--- src/rtl/gaussian_pkg.sv ---
`default_nettype none
// ============================================================================
// Package  : gaussian_pkg
// Purpose  : Shared 3x3 Gaussian kernel weights and fixed-point scaling.
// Revision : 1.0 - initial release
// ============================================================================
package gaussian_pkg;

    localparam int c_KERNEL_DIM = 3;

    // Kernel [1 2 1; 2 4 2; 1 2 1]; weights sum to 16 = 2**c_SHIFT.
    localparam int c_W_CORNER = 1;
    localparam int c_W_EDGE   = 2;
    localparam int c_W_CENTER = 4;

    localparam int c_SHIFT      = 4;
    localparam int c_GUARD_BITS = 4;

    function automatic int kernel_weight(input int row, input int col);
        int w;
        if (row == 1 && col == 1) begin
            w = c_W_CENTER;
        end else if (row == 1 || col == 1) begin
            w = c_W_EDGE;
        end else begin
            w = c_W_CORNER;
        end
        return w;
    endfunction

endpackage
`default_nettype wire

--- src/rtl/gaussian_line_buffer.sv ---
`default_nettype none
// ============================================================================
// Module   : gaussian_line_buffer
// Purpose  : One image row of delay; simple dual-port RAM with registered read.
// Revision : 1.0 - initial release
// ============================================================================
module gaussian_line_buffer #(
    parameter int DATA_WIDTH = 16,
    parameter int DEPTH      = 48,
    parameter int ADDR_WIDTH = $clog2(DEPTH)
) (
    input  logic                  clk,
    input  logic                  wr_en,
    input  logic [ADDR_WIDTH-1:0] wr_addr,
    input  logic [DATA_WIDTH-1:0] wr_data,
    input  logic [ADDR_WIDTH-1:0] rd_addr,
    output logic [DATA_WIDTH-1:0] rd_data
);

    logic [DATA_WIDTH-1:0] r_mem [DEPTH];
    logic [DATA_WIDTH-1:0] r_rd_data;

    // The caller never reads the address it writes in the same cycle, so no
    // read-during-write behaviour is relied upon.
    always_ff @(posedge clk) begin
        if (wr_en) begin
            r_mem[wr_addr] <= wr_data;
        end
        r_rd_data <= r_mem[rd_addr];
    end

    assign rd_data = r_rd_data;

endmodule
`default_nettype wire

--- src/rtl/gaussian_3x3_stream.sv ---
`default_nettype none
// ============================================================================
// Module   : gaussian_3x3_stream
// Purpose  : Streaming "valid" 3x3 Gaussian blur over raster frames with
//            ready/valid handshakes and a single output register.
// Revision : 1.0 - initial release
// ============================================================================
module gaussian_3x3_stream
    import gaussian_pkg::*;
#(
    parameter int PIXEL_BIT_WIDTH  = 16,
    parameter int IN_ROWS          = 48,
    parameter int IN_COLS          = 48,
    parameter int IMG_ROW_BITWIDTH = 10,
    parameter int IMG_COL_BITWIDTH = 10
) (
    input  logic                       clk,
    input  logic                       reset,
    input  logic [PIXEL_BIT_WIDTH-1:0] pixel_in_TDATA,
    input  logic                       pixel_in_TVALID,
    output logic                       pixel_in_TREADY,
    output logic [PIXEL_BIT_WIDTH-1:0] pixel_out_TDATA,
    output logic                       pixel_out_TVALID,
    input  logic                       pixel_out_TREADY,
    output logic                       pixel_out_TLAST
);

    localparam int c_ACC_W  = PIXEL_BIT_WIDTH + c_GUARD_BITS;
    localparam int c_LB_AW  = $clog2(IN_COLS);
    localparam logic [IMG_COL_BITWIDTH-1:0] c_LAST_COL = IMG_COL_BITWIDTH'(IN_COLS - 1);
    localparam logic [IMG_ROW_BITWIDTH-1:0] c_LAST_ROW = IMG_ROW_BITWIDTH'(IN_ROWS - 1);
    localparam logic [IMG_COL_BITWIDTH-1:0] c_FIRST_OUT_COL = IMG_COL_BITWIDTH'(2);
    localparam logic [IMG_ROW_BITWIDTH-1:0] c_FIRST_OUT_ROW = IMG_ROW_BITWIDTH'(2);

    logic [IMG_COL_BITWIDTH-1:0] r_col;
    logic [IMG_ROW_BITWIDTH-1:0] r_row;
    logic [IMG_COL_BITWIDTH-1:0] w_col_next;
    logic [IMG_ROW_BITWIDTH-1:0] w_row_next;
    logic [IMG_COL_BITWIDTH-1:0] w_rd_col;
    logic                        w_col_wrap;
    logic                        w_row_wrap;
    logic                        w_in_ready;
    logic                        w_in_fire;
    logic                        w_win_full;

    logic [PIXEL_BIT_WIDTH-1:0]  w_lb1_q;
    logic [PIXEL_BIT_WIDTH-1:0]  w_lb2_q;
    logic [PIXEL_BIT_WIDTH-1:0]  w_col_cur [c_KERNEL_DIM];
    logic [PIXEL_BIT_WIDTH-1:0]  r_col_m1  [c_KERNEL_DIM];
    logic [PIXEL_BIT_WIDTH-1:0]  r_col_m2  [c_KERNEL_DIM];
    logic [PIXEL_BIT_WIDTH-1:0]  w_win     [c_KERNEL_DIM][c_KERNEL_DIM];

    logic signed [c_ACC_W-1:0]   w_prod    [c_KERNEL_DIM][c_KERNEL_DIM];
    logic signed [c_ACC_W-1:0]   w_acc;
    logic [PIXEL_BIT_WIDTH-1:0]  w_filt;
    logic                        w_unused;

    logic [PIXEL_BIT_WIDTH-1:0]  r_out_data;
    logic                        r_out_valid;
    logic                        r_out_last;

    // ------------------------------------------------------------------
    // Handshake and raster position
    // ------------------------------------------------------------------
    assign w_in_ready = !r_out_valid || pixel_out_TREADY;
    assign w_in_fire  = pixel_in_TVALID && w_in_ready && !reset;

    assign w_col_wrap = (r_col == c_LAST_COL);
    assign w_row_wrap = (r_row == c_LAST_ROW);
    assign w_col_next = w_col_wrap ? '0 : r_col + IMG_COL_BITWIDTH'(1);
    assign w_row_next = !w_col_wrap ? r_row :
                        (w_row_wrap ? '0 : r_row + IMG_ROW_BITWIDTH'(1));
    assign w_win_full = (r_row >= c_FIRST_OUT_ROW) && (r_col >= c_FIRST_OUT_COL);

    always_ff @(posedge clk) begin
        if (reset) begin
            r_col <= '0;
            r_row <= '0;
        end else if (w_in_fire) begin
            r_col <= w_col_next;
            r_row <= w_row_next;
        end
    end

    // ------------------------------------------------------------------
    // Line buffers: read address runs one pixel ahead so the registered
    // read data for the column about to arrive is ready at its handshake.
    // ------------------------------------------------------------------
    assign w_rd_col = reset ? '0 : (w_in_fire ? w_col_next : r_col);

    gaussian_line_buffer #(
        .DATA_WIDTH (PIXEL_BIT_WIDTH),
        .DEPTH      (IN_COLS),
        .ADDR_WIDTH (c_LB_AW)
    ) u_line_buf_1 (
        .clk     (clk),
        .wr_en   (w_in_fire),
        .wr_addr (r_col[c_LB_AW-1:0]),
        .wr_data (pixel_in_TDATA),
        .rd_addr (w_rd_col[c_LB_AW-1:0]),
        .rd_data (w_lb1_q)
    );

    gaussian_line_buffer #(
        .DATA_WIDTH (PIXEL_BIT_WIDTH),
        .DEPTH      (IN_COLS),
        .ADDR_WIDTH (c_LB_AW)
    ) u_line_buf_2 (
        .clk     (clk),
        .wr_en   (w_in_fire),
        .wr_addr (r_col[c_LB_AW-1:0]),
        .wr_data (w_lb1_q),
        .rd_addr (w_rd_col[c_LB_AW-1:0]),
        .rd_data (w_lb2_q)
    );

    // Window column index 0 is the oldest (c-2); row index 0 is the top (r-2).
    assign w_col_cur[0] = w_lb2_q;
    assign w_col_cur[1] = w_lb1_q;
    assign w_col_cur[2] = pixel_in_TDATA;

    always_ff @(posedge clk) begin
        if (w_in_fire) begin
            for (int i = 0; i < c_KERNEL_DIM; i++) begin
                r_col_m2[i] <= r_col_m1[i];
                r_col_m1[i] <= w_col_cur[i];
            end
        end
    end

    // ------------------------------------------------------------------
    // Weighted sum over the 3x3 window
    // ------------------------------------------------------------------
    for (genvar gi = 0; gi < c_KERNEL_DIM; gi++) begin : g_row
        for (genvar gj = 0; gj < c_KERNEL_DIM; gj++) begin : g_col
            if (gj == 0) begin : g_tap_m2
                assign w_win[gi][gj] = r_col_m2[gi];
            end else if (gj == 1) begin : g_tap_m1
                assign w_win[gi][gj] = r_col_m1[gi];
            end else begin : g_tap_cur
                assign w_win[gi][gj] = w_col_cur[gi];
            end
            assign w_prod[gi][gj] = c_ACC_W'($signed(w_win[gi][gj]))
                                  * $signed(c_ACC_W'(kernel_weight(gi, gj)));
        end
    end

    always_comb begin
        w_acc = '0;
        for (int i = 0; i < c_KERNEL_DIM; i++) begin
            for (int j = 0; j < c_KERNEL_DIM; j++) begin
                w_acc = w_acc + w_prod[i][j];
            end
        end
    end

    // Taking the bits above the shift is the floor arithmetic shift; the guard
    // bits guarantee the result already fits the pixel width.
    assign w_filt   = w_acc[c_SHIFT +: PIXEL_BIT_WIDTH];
    assign w_unused = ^{w_acc[c_SHIFT-1:0], w_rd_col};

    // ------------------------------------------------------------------
    // Output register
    // ------------------------------------------------------------------
    always_ff @(posedge clk) begin
        if (reset) begin
            r_out_data  <= '0;
            r_out_valid <= 1'b0;
            r_out_last  <= 1'b0;
        end else if (w_in_fire && w_win_full) begin
            r_out_data  <= w_filt;
            r_out_valid <= 1'b1;
            r_out_last  <= w_row_wrap && w_col_wrap;
        end else if (pixel_out_TREADY) begin
            r_out_valid <= 1'b0;
            r_out_last  <= 1'b0;
        end
    end

    assign pixel_in_TREADY  = w_in_ready;
    assign pixel_out_TDATA  = r_out_data;
    assign pixel_out_TVALID = r_out_valid;
    assign pixel_out_TLAST  = r_out_last;

endmodule
`default_nettype wire

--- config.mk ---
export PLATFORM = sky130hd
export DESIGN_NAME = gaussian_3x3_stream
export DESIGN_NICKNAME = d
export VERILOG_FILES = /design/src/rtl/gaussian_pkg.sv /design/src/rtl/gaussian_line_buffer.sv /design/src/rtl/gaussian_3x3_stream.sv
export SDC_FILE = /design/constraint.sdc
export NUM_CORES = 2
export LEC_CHECK = 0
export BUFFER_PORTS_ARGS = -buffer_cell sky130_fd_sc_hd__buf_2
export CAP_MARGIN = 30
export CORE_ASPECT_RATIO = 1.5
export CORE_MARGIN = 2
export CORE_UTILIZATION = 49
export DETAILED_ROUTE_END_ITERATION = 6
export PLACE_DENSITY = 0.76
export SLEW_MARGIN = 40
export SYNTH_ARGS = -nofsm -noshare
export SYNTH_HDL_FRONTEND = slang
export SYNTH_SLANG_ARGS = --single-unit
--- constraint.sdc ---
create_clock -name clk -period 5.73 [get_ports clk]
set_input_delay 0.573 -clock clk [delete_from_list [all_inputs] [get_ports clk]]
set_output_delay 0.573 -clock clk [all_outputs]
set_load 0.02 [all_outputs]
; Word level (Yosys, flattened, before mapping)
; Memory sizes are Yosys's and may differ from the RTL's. A register that Yosys moved wholly into a read port is not among the register bits.
; Cells that the tools add are included.
[word_totals]
register_bits = 38
ramBits = 1632
mem_bits_ro = 0
latchBits = 0
input_bits = 20
n_memories = 4
[classes]
magnitude_cmp = 2
n_shift = 0
div_mod_pow = 0
reduce_logical = 10
addsub = 10
eq_ne = 2
multipliers = 0
n_mux = 9
bitwise_logic = 0
[mem_list]
columns = memory, depth, width, read_ports, rd_ports_with_merged_regs, wr, line_no
row1 = u_line_buf_1.r_mem, 48, 16, 1, 1, 1, gaussian_line_buffer.sv:20  ; logic [DATA_WIDTH-1:0] r_mem [DEPTH];
row2 = u_line_buf_2.r_mem, 48, 16, 1, 1, 1, gaussian_line_buffer.sv:20
row3 = r_col_m1, 3, 16, 3, 0, 3, gaussian_3x3_stream.sv:49  ; logic [PIXEL_BIT_WIDTH-1:0] r_col_m1 [c_KERNEL_DIM];
row4 = r_col_m2, 3, 16, 3, 0, 3, gaussian_3x3_stream.sv:50  ; logic [PIXEL_BIT_WIDTH-1:0] r_col_m2 [c_KERNEL_DIM];
[ops]
columns = op, n
row1 = $add 20x16->20, 2
row2 = $add 20x17->20, 2
row3 = $add 10x1->10 const B, 2
row4 = $add 19x17->20, 1
row5 = $add 20x18->20, 1
row6 = $eq 10x6->1 const B, 2
row7 = $ge 10x2->1 const B, 2
row8 = $mux 10, 2
row9 = $add 18x16->19, 1
row10 = $add 16x17->18, 1
row11 = $mux 6, 2
row12 = $logic_and 1x1->1, 5
row13 = $mux 1, 5
row14 = $logic_not 1->1, 2
row15 = $reduce_and 2->1, 1
row16 = $reduce_bool 2->1, 1
row17 = $logic_or 1x1->1, 1

; Depth between registers and ports, before layout
; An unclocked memory read counts as a cell.
[logic_depth]
depth_word = 9
depth_mapped = 18
depth_no_buf = 18

; Modules after synthesis
; From an unflattened synthesis, not the netlist that was laid out.
[unflattened]
cells_unflattened = 3647
area_unflattened_um2 = 68764.7
[by_module_without_submodules]
columns = mod, instances, cells_each, seq_area_each_um2, area_per_inst_um2
row1 = gaussian_line_buffer, 2, 1499, 23382.4, 30300.3
row2 = gaussian_3x3_stream, 1, 649, 3643.5, 8164.1

; Worst setup path before layout
; Ideal clock, no wire load.
[synth_timing]
path_kind = input to register
startpoint = input port reset
endpoint = memory u_line_buf_1.r_mem[19][0] (enable)
path_slack_ns = 0.366
setup_time_ns = 0.421
stages = 6
arrival_time_ns = 4.943
required_time_ns = 5.309
path_cell_list = buf_2 clkinv_1 nand2_1 inv_1 nand3_1 nor2_1
[synth_via]
elab_chain_len = 4
[synth_lines]
columns = item, line_no
row1 = from (decl), gaussian_3x3_stream.sv:18  ; input logic reset,
row2 = $logic_not 1->1, gaussian_3x3_stream.sv:66  ; assign w_in_fire = pixel_in_TVALID && w_in_ready && !reset;
row3 = $logic_and 1x1->1, gaussian_3x3_stream.sv:66
row4 = named net u_line_buf_1.wr_en, gaussian_line_buffer.sv:13  ; input logic wr_en,
row5 = $mux 1, gaussian_line_buffer.sv:26  ; if (wr_en) begin
row6 = $mux 1 (implied by the code), gaussian_line_buffer.sv:27  ; r_mem[wr_addr] <= wr_data;
row7 = to (decl), gaussian_line_buffer.sv:20
; The timed path passes the listed nets, and every way through them passes these cells.

==> impl_metrics.toml <==
[clock_tree]
path_clk_slew_ns = 0.07
cts_buffers = 142
cts-resized-gates = 0
h-tree-depth = 4
clock_sinks = 1702
holdBufCountCts = 0
clock_latency_ns = 0.81
clockBufferDepth = 3
post_cts_buffers = 0
cts_tree = "done"
ctsRootBufferMaster = "clkbuf_16"

[floorplanning]
start_util_pct = 49.28
die_w_um = 311.5
io_pins = 39
dieArea_um2 = 144900
rows = 169
core_um2 = 141000
chipHeight_um = 465.3

[drt]
drt_iter0_markers = 5266
vias = 41644
route.detailed.drc = 0
drtPass1Iterations = 6
routedWlPerCell_um = 26.47
routed_wl_mm = 184.5
antenna_left = 0
viasPerCell = 5.973

[hold_path]
hp-class = "primary input to register"

[final_layout]
layout_commonest_cell = "edfxtp_1"
multi_input_area_um2 = 17630
regArea_um2 = 50420
fillers = 10772
nNetsFinal = 5135
most-common-layout-cells = "edfxtp_1, nand2_1, nand3_1"
area_growth_pct = 11.40
final-instance-count-excl-fill = 6972
drive_gt1_share_pct = 12.88
final_area_um2 = 77440

[global_route]
grt.overflow.total = 0
grt_max_degree = 145
first_global_vias = 41309
grtUsageTotal_pct = 25.16
grt_antenna_before_repair = 5
grt_pass1_wl_mm = 267.2

[place]
hpwl_mm = 109.0
port_buffers = 38
place_congestion = 0.9266
dpl_cell_area_um2 = 72820
dp.cells = 6713

[status]
outcome = "finished clean"

[power_and_ir_drop]
leakagePower_nw = 26.53
powerDensity_nw_per_um2 = 366.6
worst_ir_drop_vdd_v = 0.0003427

[worst_setup_path]
cp_max_fo = 4
crit_required_ns = 6.46
cp_cell_sequence = "fa_1, fa_1, fa_1, fa_1, and3_1, fa_1, a21o_1, a21oi_1, nor2b_1, o21a_1, o21ai_0, buf_4, o31ai_1, or4_1, nand3_1"
critPathCaptureType = "register"
critPathKind = "register to register"
worst_path_max_delay_cell = "fa_1"
cp.arrival_ns = 5.69
cp_top_family = "adder cells"
critPathMaxStageDelay_ns = 0.57
cp_num_buf_inv = 1
cpMostUsedCell = "fa_1"
cp-start-kind = "register"

[synthesis]
syn_nets = 5055
yosysTopAreaCell = "edfxtp_1"
ys.flop_type = "edfxtp_1"
async_flop_share_pct = 0
synth_top_area_share_pct = 70.50
syn_area_um2 = 69510
seq_area_frac_synth_pct = 72.52
yosys_warnings = 0
ys_ff_latch = 1702
synthCells = 4897
synthTopCellsByArea = "edfxtp_1, nand2_1, fa_1, nand3_1, mux2i_1"
synth.distinct_cells = 65
syn-mean-instance-area_um2 = 14.19
synth-edff-count = 1632

[timing]
whs_ns = 0.1453
min_period_ns = 4.958
finalHoldViolations = 0
worstMarginPinSlew_ns = 0.8998
fmax_ghz = 0.2017
fin_setup_tns_ns = 0
fin_worst_skew_ns = 0.02774
grt_setup_unrepaired = "false"
slew_viol_final = 0
setup_viol = 0
fin_crit_sh_pct = 86.53
slew_headroom_pct = 40.02

[run]
cap_violations = 0
-- registers in the layout, summed over array words and instances, names as in the netlist --
| register | count |
|---|---|
| u_line_buf_2.rd_data | 16 |
| u_line_buf_1.r_mem | 768 |
| r_col_m2 | 48 |
| pixel_out_TDATA | 16 |
| u_line_buf_2.r_mem | 768 |
| u_line_buf_1.rd_data | 16 |
| pixel_out_TLAST | 1 |
| r_col_m1 | 48 |
| pixel_out_TVALID | 1 |
| r_col | 10 |
| r_row | 10 |
-- power breakdown --
group | switching (mW) | internal [mW]
Clock | 4.33 | 5.32
Sequential | 0.0633 | 13.9
Combinational | 3.06 | 1.76
Total | 7.46 | 20.9
-- final cells by class --
type	count	share of cell area, %
well taps	1881	3.039
clock inverters	75	0.8693
diodes	5	0.01616
inverters	171	0.8612
repair buffers	200	2.309
multi-input cells	2760	22.77
clock buffers	178	5.022
flip-flops and latches	1702	65.11
-- cell families (layout without fill, tap and decap cells) --
kind of cell               after synthesis  count (layout)  share of synthesized area (%)
AOI/OAI and AO/OA                      414             414                          3.553
muxes                                  297             297                          4.865
other                                    0               5                              0
xor gates and xnor gates                30              30                         0.3780
and+or+nand+nor                       1881            1881                          12.21
DFF                                   1702            1702                          72.52
adders and majority gates              138             138                          3.748
buffers and inverters                  435             624                          2.723
-- per-layer routing --
metal  GRT usage, %  vias to the layer above  routed length [um]  part of all wire [%]
met5              0                        -                   0                     0
met4          16.88                        0               13370                   7.2
met3          4.283                      537               16160                   8.8
met2          43.21                     2308               92890                    50
met1          28.98                    20832               62120                    34
li1               -                    17967                   -                     -
-- worst min-delay path, stage by stage --
cell and delay (ns):
buf_2 0.12, inv_1 0.05, a31oi_1 0.07, nor2_1 0.08
-- synth_stat cells (21+ instances only) --
cell type     n
edfxtp_1   1632
nand2_1    1113
nand3_1     459
a21oi_1     220
mux2i_1     186
inv_1       166
buf_2       124
fa_1        117
and3_1       97
clkbuf_1     96
mux2_2       86
nor2_1       82
dfxtp_1      70
o21ai_0      52
or4_1        33
o211ai_1     32
a31oi_1      31
nor4_2       30
or2_2        30
a222oi_1     29
buf_1        25
mux4_2       24
ha_1         21
-- stage by stage --
step           utilization [%]  total power [mW]  worst slack [ns]
2_1_floorplan                -             17.32            0.3663
3_3_place_gp             51.54             18.87            0.3026
3_5_place_dp             51.63             18.95            0.3515
4_1_cts                  54.87             28.43            0.7369
5_1_grt                  54.90             29.35            0.5159
6_report                 54.90             28.39            0.7715
-- path summary, 6_finish.rpt --
| path | from | to | slack [ns] | cells after the start |
|---|---|---|---|---|
| worst min register to register | r_col_m1[0][1] | r_col_m2[0][1] | 0.44 | 0 |
| worst max register to register | r_col_m2[0][18] | pixel_out_TDATA[15] | 0.77 | 15 |
| worst max-delay path | r_col_m2[0][18] | pixel_out_TDATA[15] | 0.77 | 15 |
| worst min-delay path | pixel_out_TREADY | pixel_out_TLAST | 0.15 | 4 |
(Power assumes the default switching activity.)
